$ cat config.mk
export PLATFORM = sky130hd
export DESIGN_NAME = score_display_driver
export DESIGN_NICKNAME = d
export VERILOG_FILES = /design/src/rtl/score_display_pkg.sv /design/src/rtl/score_display_driver_tracker.sv /design/src/rtl/score_display_driver.sv
export SDC_FILE = /design/constraint.sdc
export NUM_CORES = 1
export LEC_CHECK = 0
export ABC_AREA = 0
export BUFFER_PORTS_ARGS = -buffer_cell sky130_fd_sc_hd__buf_4
export CAP_MARGIN = 20
export CORE_MARGIN = 1
export CORE_UTILIZATION = 42
export DETAILED_ROUTE_END_ITERATION = 12
export HOLD_SLACK_MARGIN = 0.03
export SLEW_MARGIN = 30
export SYNTH_ARGS = -nofsm -noshare
export SYNTH_HDL_FRONTEND = slang
export SYNTH_HIERARCHICAL = 1
export SYNTH_SLANG_ARGS = --single-unit
$ cat constraint.sdc
create_clock -name clk -period 4.2 [get_ports clk]
set_clock_uncertainty 0.15 [all_clocks]
set_input_delay 0 -clock clk [delete_from_list [all_inputs] [get_ports clk]]
set_output_delay 0 -clock clk [all_outputs]
set_load 0.02 [all_outputs]
$ cat src/rtl/score_display_pkg.sv
// score_display_pkg
// Shared constants for the score display: active-low segment patterns in
// {g,f,e,d,c,b,a} order, scan slot indices for the two player digits, and the
// all-anodes-off pattern. seg_decode maps a BCD digit to its segment pattern.
// Values 10-15 map to a blank pattern.
package score_display_pkg;

    localparam logic [6:0] SEG_0     = 7'h40;
    localparam logic [6:0] SEG_1     = 7'h79;
    localparam logic [6:0] SEG_2     = 7'h24;
    localparam logic [6:0] SEG_3     = 7'h30;
    localparam logic [6:0] SEG_4     = 7'h19;
    localparam logic [6:0] SEG_5     = 7'h12;
    localparam logic [6:0] SEG_6     = 7'h02;
    localparam logic [6:0] SEG_7     = 7'h78;
    localparam logic [6:0] SEG_8     = 7'h00;
    localparam logic [6:0] SEG_9     = 7'h10;
    localparam logic [6:0] SEG_DASH  = 7'h3F;
    localparam logic [6:0] SEG_BLANK = 7'h7F;

    localparam logic [1:0] IDX_P2 = 2'd0;
    localparam logic [1:0] IDX_P1 = 2'd3;

    localparam logic [3:0] AN_OFF = 4'b1111;

    function automatic logic [6:0] seg_decode(input logic [3:0] value);
        logic [6:0] pattern;
        case (value)
            4'd0:    pattern = SEG_0;
            4'd1:    pattern = SEG_1;
            4'd2:    pattern = SEG_2;
            4'd3:    pattern = SEG_3;
            4'd4:    pattern = SEG_4;
            4'd5:    pattern = SEG_5;
            4'd6:    pattern = SEG_6;
            4'd7:    pattern = SEG_7;
            4'd8:    pattern = SEG_8;
            4'd9:    pattern = SEG_9;
            default: pattern = SEG_BLANK;
        endcase
        return pattern;
    endfunction

endpackage

$ cat src/rtl/score_display_driver_tracker.sv
// score_digit_tracker
// Brings one player's units digit into the clk domain and decides whether
// that digit is currently visible. After a stable change is accepted, the
// digit blinks for FLASH_LEN cycles.
//   clk, reset : system clock, asynchronous active-high reset
//   digit      : raw BCD digit, asynchronous to clk
//   accepted   : synchronised, stable digit value
//   visible    : 0 while the digit is in the hidden half of a blink
module score_digit_tracker #(
    parameter int FLASH_LEN  = 50000000,
    parameter int BLINK_HALF = 6250000
) (
    input  logic       clk,
    input  logic       reset,
    input  logic [3:0] digit,
    output logic [3:0] accepted,
    output logic       visible
);
    import score_display_pkg::*;

    localparam int FW = $clog2(FLASH_LEN + 1);
    localparam int BW = (BLINK_HALF > 1) ? $clog2(BLINK_HALF) : 1;
    localparam logic [FW-1:0] FLASH_INIT = FW'(FLASH_LEN);
    localparam logic [BW-1:0] BLINK_LAST = BW'(BLINK_HALF - 1);

    logic [3:0]    s1;
    logic [3:0]    s2;
    logic [1:0]    arm_cnt;
    logic [FW-1:0] flash_cnt;
    logic [BW-1:0] blink_cnt;
    logic          hidden;

    // The synchroniser still holds its reset zeros for the first few edges
    // after release. Until the pins have propagated through s1/s2, accepted
    // simply follows s2 without flashing. Otherwise a digit held through
    // reset would register as a change from 0 and blink. Arming completes
    // once three loads have happened.
    always_ff @(posedge clk or posedge reset) begin
        if (reset) begin
            s1        <= '0;
            s2        <= '0;
            accepted  <= '0;
            arm_cnt   <= '0;
            flash_cnt <= '0;
            blink_cnt <= '0;
            hidden    <= 1'b0;
        end else begin
            s1 <= digit;
            s2 <= s1;
            if (arm_cnt != 2'd3) begin
                arm_cnt  <= arm_cnt + 2'd1;
                accepted <= s2;
            end else if ((s1 == s2) && (s2 != accepted)) begin
                accepted  <= s2;
                flash_cnt <= FLASH_INIT;
                blink_cnt <= '0;
                hidden    <= 1'b1;
            end else if (flash_cnt != '0) begin
                flash_cnt <= flash_cnt - 1'b1;
                if (blink_cnt == BLINK_LAST) begin
                    blink_cnt <= '0;
                    hidden    <= ~hidden;
                end else begin
                    blink_cnt <= blink_cnt + 1'b1;
                end
            end
        end
    end

    // The blink phase is only meaningful while the flash window is running.
    assign visible = (flash_cnt == '0) || !hidden;

endmodule

$ cat src/rtl/score_display_driver.sv
// score_display_driver
// Drives a 4-digit multiplexed common-anode display, showing
// "P1 - - P2" from left to right, with each player digit blinking after it
// changes.
//   clk, reset : system clock, asynchronous active-high reset
//   p1_digit   : player 1 units digit (BCD), asynchronous to clk
//   p2_digit   : player 2 units digit (BCD), asynchronous to clk
//   an         : active-low anodes, an[3] is the leftmost digit
//   seg        : active-low segments {g,f,e,d,c,b,a}
//   dp         : active-low decimal point, always off
module score_display_driver #(
    parameter int DIGIT_CYCLES = 100000,
    parameter int BLANK_CYCLES = 1000,
    parameter int FLASH_LEN    = 50000000,
    parameter int BLINK_HALF   = 6250000
) (
    input  logic       clk,
    input  logic       reset,
    input  logic [3:0] p1_digit,
    input  logic [3:0] p2_digit,
    output logic [3:0] an,
    output logic [6:0] seg,
    output logic       dp
);
    import score_display_pkg::*;

    localparam int SW = (DIGIT_CYCLES > 1) ? $clog2(DIGIT_CYCLES) : 1;
    localparam logic [SW-1:0] SLOT_LAST  = SW'(DIGIT_CYCLES - 1);
    localparam logic [SW-1:0] SLOT_BLANK = SW'(BLANK_CYCLES);

    logic [SW-1:0] slot_cnt;
    logic [1:0]    idx;
    logic [3:0]    p1_value;
    logic [3:0]    p2_value;
    logic          p1_visible;
    logic          p2_visible;
    logic [3:0]    an_next;
    logic [6:0]    seg_next;

    score_digit_tracker #(.FLASH_LEN(FLASH_LEN), .BLINK_HALF(BLINK_HALF)) u_p1 (
        .clk      (clk),
        .reset    (reset),
        .digit    (p1_digit),
        .accepted (p1_value),
        .visible  (p1_visible)
    );

    score_digit_tracker #(.FLASH_LEN(FLASH_LEN), .BLINK_HALF(BLINK_HALF)) u_p2 (
        .clk      (clk),
        .reset    (reset),
        .digit    (p2_digit),
        .accepted (p2_value),
        .visible  (p2_visible)
    );

    // Scan timebase: each slot lasts DIGIT_CYCLES clocks.
    // The digit index advances at the end of each slot and wraps after index 3.
    always_ff @(posedge clk or posedge reset) begin
        if (reset) begin
            slot_cnt <= '0;
            idx      <= '0;
        end else if (slot_cnt == SLOT_LAST) begin
            slot_cnt <= '0;
            idx      <= idx + 2'd1;
        end else begin
            slot_cnt <= slot_cnt + 1'b1;
        end
    end

    // All anodes stay off for the first few cycles of each slot, so the
    // previous digit's segments never briefly light the new digit position.
    always_comb begin
        an_next  = AN_OFF;
        seg_next = SEG_DASH;
        if (slot_cnt >= SLOT_BLANK) begin
            an_next = ~(4'b0001 << idx);
        end
        if (idx == IDX_P2) begin
            seg_next = p2_visible ? seg_decode(p2_value) : SEG_BLANK;
        end else if (idx == IDX_P1) begin
            seg_next = p1_visible ? seg_decode(p1_value) : SEG_BLANK;
        end
    end

    always_ff @(posedge clk or posedge reset) begin
        if (reset) begin
            an  <= AN_OFF;
            seg <= SEG_BLANK;
        end else begin
            an  <= an_next;
            seg <= seg_next;
        end
    end

    assign dp = 1'b1;

endmodule

==> results by group <==
Synth
  • Synthesized cell area: 8590 sq um
  • Synthesized Nets: 901
  • Syn. warnings: 6
  • Yosys cell types: 64
  • Avg Cell Area, Syn: 9.88 sq um
  • Cells after Synth: 869
  • Post-synth EDFFs: 0
  • Most used DFF post-synth: dfrtp_1
  • Top cells by area, synth: dfrtp_1, or4_1, dfstp_2, ha_1, o31ai_1
  • Sequential share of the synthesized area: 46.2%
  • Synth top cells by count: dfrtp_1, nor2_1, nand2_1
  • Synth top area share: 42.8%
  • Ys async rst share: 100%
  • Cell with the most instances after synthesis: dfrtp_1
  • Yosys reg bits: 158
  • Area leader, netlist: dfrtp_1

Flow run
  • MaxCap Viol Count: 0

Route
  • Routed wl met3: 669 um
  • Wirelength, routed: 18200 um
  • Post-DRT Antenna Nets: 0
  • Number of DRC markers in iteration 0: 381
  • Drt drc: 0
  • Met2 wire length: 8270 um
  • Routed vias: 6646
  • Routed len/inst: 15.6 um
  • DRT Pass-1 Iters: 5
  • Vias per std cell: 5.70
  • M1 WL: 9030 um
  • Top routing layer in use: met4

Placement
  • Pre-CTS setup slack: 1010 ps
  • Dpl cells: 1126
  • IO buf count: 20
  • Post-DP Area: 8920 sq um
  • RD Place Congestion: 0.823
  • Post-detail-place hpwl: 12300 um

CTS
  • Worst-Skew Late Latency: 420 ps
  • Clk root buf: clkbuf_16
  • Clock Path Buffers: 2
  • Post CTS Setup Buffer Count: 0
  • Cts bufs inserted: 17
  • CTS tree: built
  • Sink Count: 158
  • Htree depth: 4
  • Clock slew at reported path FFs: 60 ps

Layout
  • Final core occ: 48.2%
  • Area Growth Syn to Fin: 11.1%
  • Sequential standard cell area: 3970 sq um
  • Total Nets Final: 921
  • Design area: 9540 sq um
  • Layout fillers: 1840
  • Layout Cells excl Fill: 1166
  • Area occupied by multi-input gates: 4260 sq um
  • Share of layout cells above drive strength 1: 12.4%

Setup path
  • Worst Path Arrival: 3390 ps
  • Crit start category: flop
  • Crit Path Max Fanout: 18
  • Length in cells of the worst reg-to-reg path: 8
  • Critical path data required time: 4400 ps
  • Critical path capture point type: flop
  • Setup CP Type: reg -> reg

GRT
  • First-pass GRT wire length: 31200 um
  • Grt ovf: 0
  • Vias in the first global route: 6375
  • GR Util All Layers: 18.1%
  • Pin count of the biggest net entering global routing: 47
  • Initial antenna violation count: 1

Timing
  • RSZ-0062 raised after global routing: no
  • Final Setup Violations: 0
  • Worst slew margin: 35.1%
  • Worst Tran Pin Value: 971 ps
  • Period utilisation layout: 76.0%
  • PnR worst setup slack: 1010 ps
  • Fin crit period: 3190 ps
  • Setup TNS Final: 0 ps
  • Fmax achieved: 313 MHz
  • Final Hold Violating Endpoints: 0
  • Slew Limit Fails: 0

Die
  • Core area: 19800 sq um
  • Die Ht: 145 um
  • Ports: 22
  • FP Rows: 51
  • Initial core utilization: 43.4%
  • Die area: 21000 sq um
  • Die width: 145 um

Run status
  • Status: completed

Min path
  • Hold Crit Class: in -> reg
  • Hold depth: 2

Pwr
  • Power Dens Cells: 481 nW/um^2
  • Peak VDD IR: 295 uV
  • Leakage: 3.62 nW
report_power, final:
group | switching [W] | leakage [nW] | internal [W]
clock network | 0.000588 | 0.262 | 0.000808
logic | 0.000567 | 1.45 | 0.000467
registers | 0.000346 | 1.91 | 0.00181
total | 0.00150 | 3.62 | 0.00309
metrics by stage:
step	total power, W	hold slack (ps)
2_1_floorplan	0.00292	-119
3_3_place_gp	0.00319	-39.9
3_5_place_dp	0.00321	-39.4
4_1_cts	0.00464	59.3
5_1_grt	0.00489	71.0
6_report	0.00459	76.8
flip-flops by register name (all words and copies together) (netlist names), 4 cells and up:
signal / cells
an: 4
seg: 7
slot_cnt: 17
u_p1/accepted: 4
u_p1/blink_cnt: 23
u_p1/flash_cnt: 26
u_p1/s1: 4
u_p1/s2: 4
u_p2/accepted: 4
u_p2/blink_cnt: 23
u_p2/flash_cnt: 26
u_p2/s1: 4
u_p2/s2: 4
layer usage:
layer	up-vias	GRT usage [%]
met3	15	3.46
li1	3302	-
met5	-	0
met1	3236	25.2
met2	93	28.2
met4	0	6.17
critical path, cell delays in order, from the launching register on:
cell and delay [ps]:
dfrtp_1 390, inv_1 100, ha_1 190, or4b_4 520
or4_4 650, o21ai_0 270, nand2_1 100, or3b_2 510
o22a_1 240
cell usage in the layout (no fill, tap or decap), types with 5 or more instances in the layout:
| cell | instances |
|---|---|
| dfstp_2 | 11 |
| clkbuf_16 | 17 |
| o2111ai_1 | 6 |
| o211ai_1 | 12 |
| ha_1 | 22 |
| a21oi_1 | 51 |
| and2_1 | 5 |
| nor3_1 | 21 |
| and3_1 | 8 |
| dfrtp_1 | 147 |
| or4_1 | 44 |
| inv_1 | 28 |
| dlygate4sd3_1 | 9 |
| or2_2 | 6 |
| nor2_1 | 55 |
| and4_1 | 12 |
| nand4_1 | 25 |
| buf_4 | 33 |
| mux2_2 | 10 |
| nand2b_1 | 5 |
| xnor2_1 | 28 |
| or3_1 | 31 |
| o21ai_0 | 25 |
| o21ai_1 | 14 |
| nor4_1 | 13 |
| o31ai_1 | 35 |
| a21oi_2 | 6 |
| xor2_1 | 25 |
| nand3_1 | 51 |
| nand2_1 | 52 |
final cells by class:
type	count	area share, %
multi-input combinational	640	44.6
inverter	30	1.21
timing repair buffer	42	3.54
tap	265	3.48
clock buffer	24	5.16
antenna	1	0.0262
clock inverter	6	0.380
sequential	158	41.6
cells by family after synthesis:
logic type               count (synthesis)  share of synthesized area (%)
AND/OR/NAND/NOR                        360                           24.2
AO/OA/AOI/OAI                          190                           14.9
buffers and inverters                   71                           4.24
XOR/XNOR                                53                           5.41
multiplexers                            14                           1.81
flip-flops                             158                           46.2
adder cells (fa/ha/maj)                 22                           3.21
other                                    1                         0.0437
path summary, 6_finish.rpt:
check / from / to / slack (ps)
worst max-delay path: u_p1/flash_cnt[0] / seg[2] / 1010
worst min-delay path: p2_digit[0] / u_p2/s1[0] / 80
worst max register to register: u_p1/flash_cnt[0] / seg[2] / 1010
worst min register to register: u_p1/s1[1] / u_p1/s2[1] / 230
max in group asynchronous: reset / u_p2/flash_cnt[15] / 2870
min in group asynchronous: reset / u_p1/s2[2] / 90
what timing repair did:
action	4_1_cts	5_1_grt
gates resized for setup	0	0
endpoints found under the hold margin	115	0
hold buffers	9	0
Power figures use the tool's default switching activity.
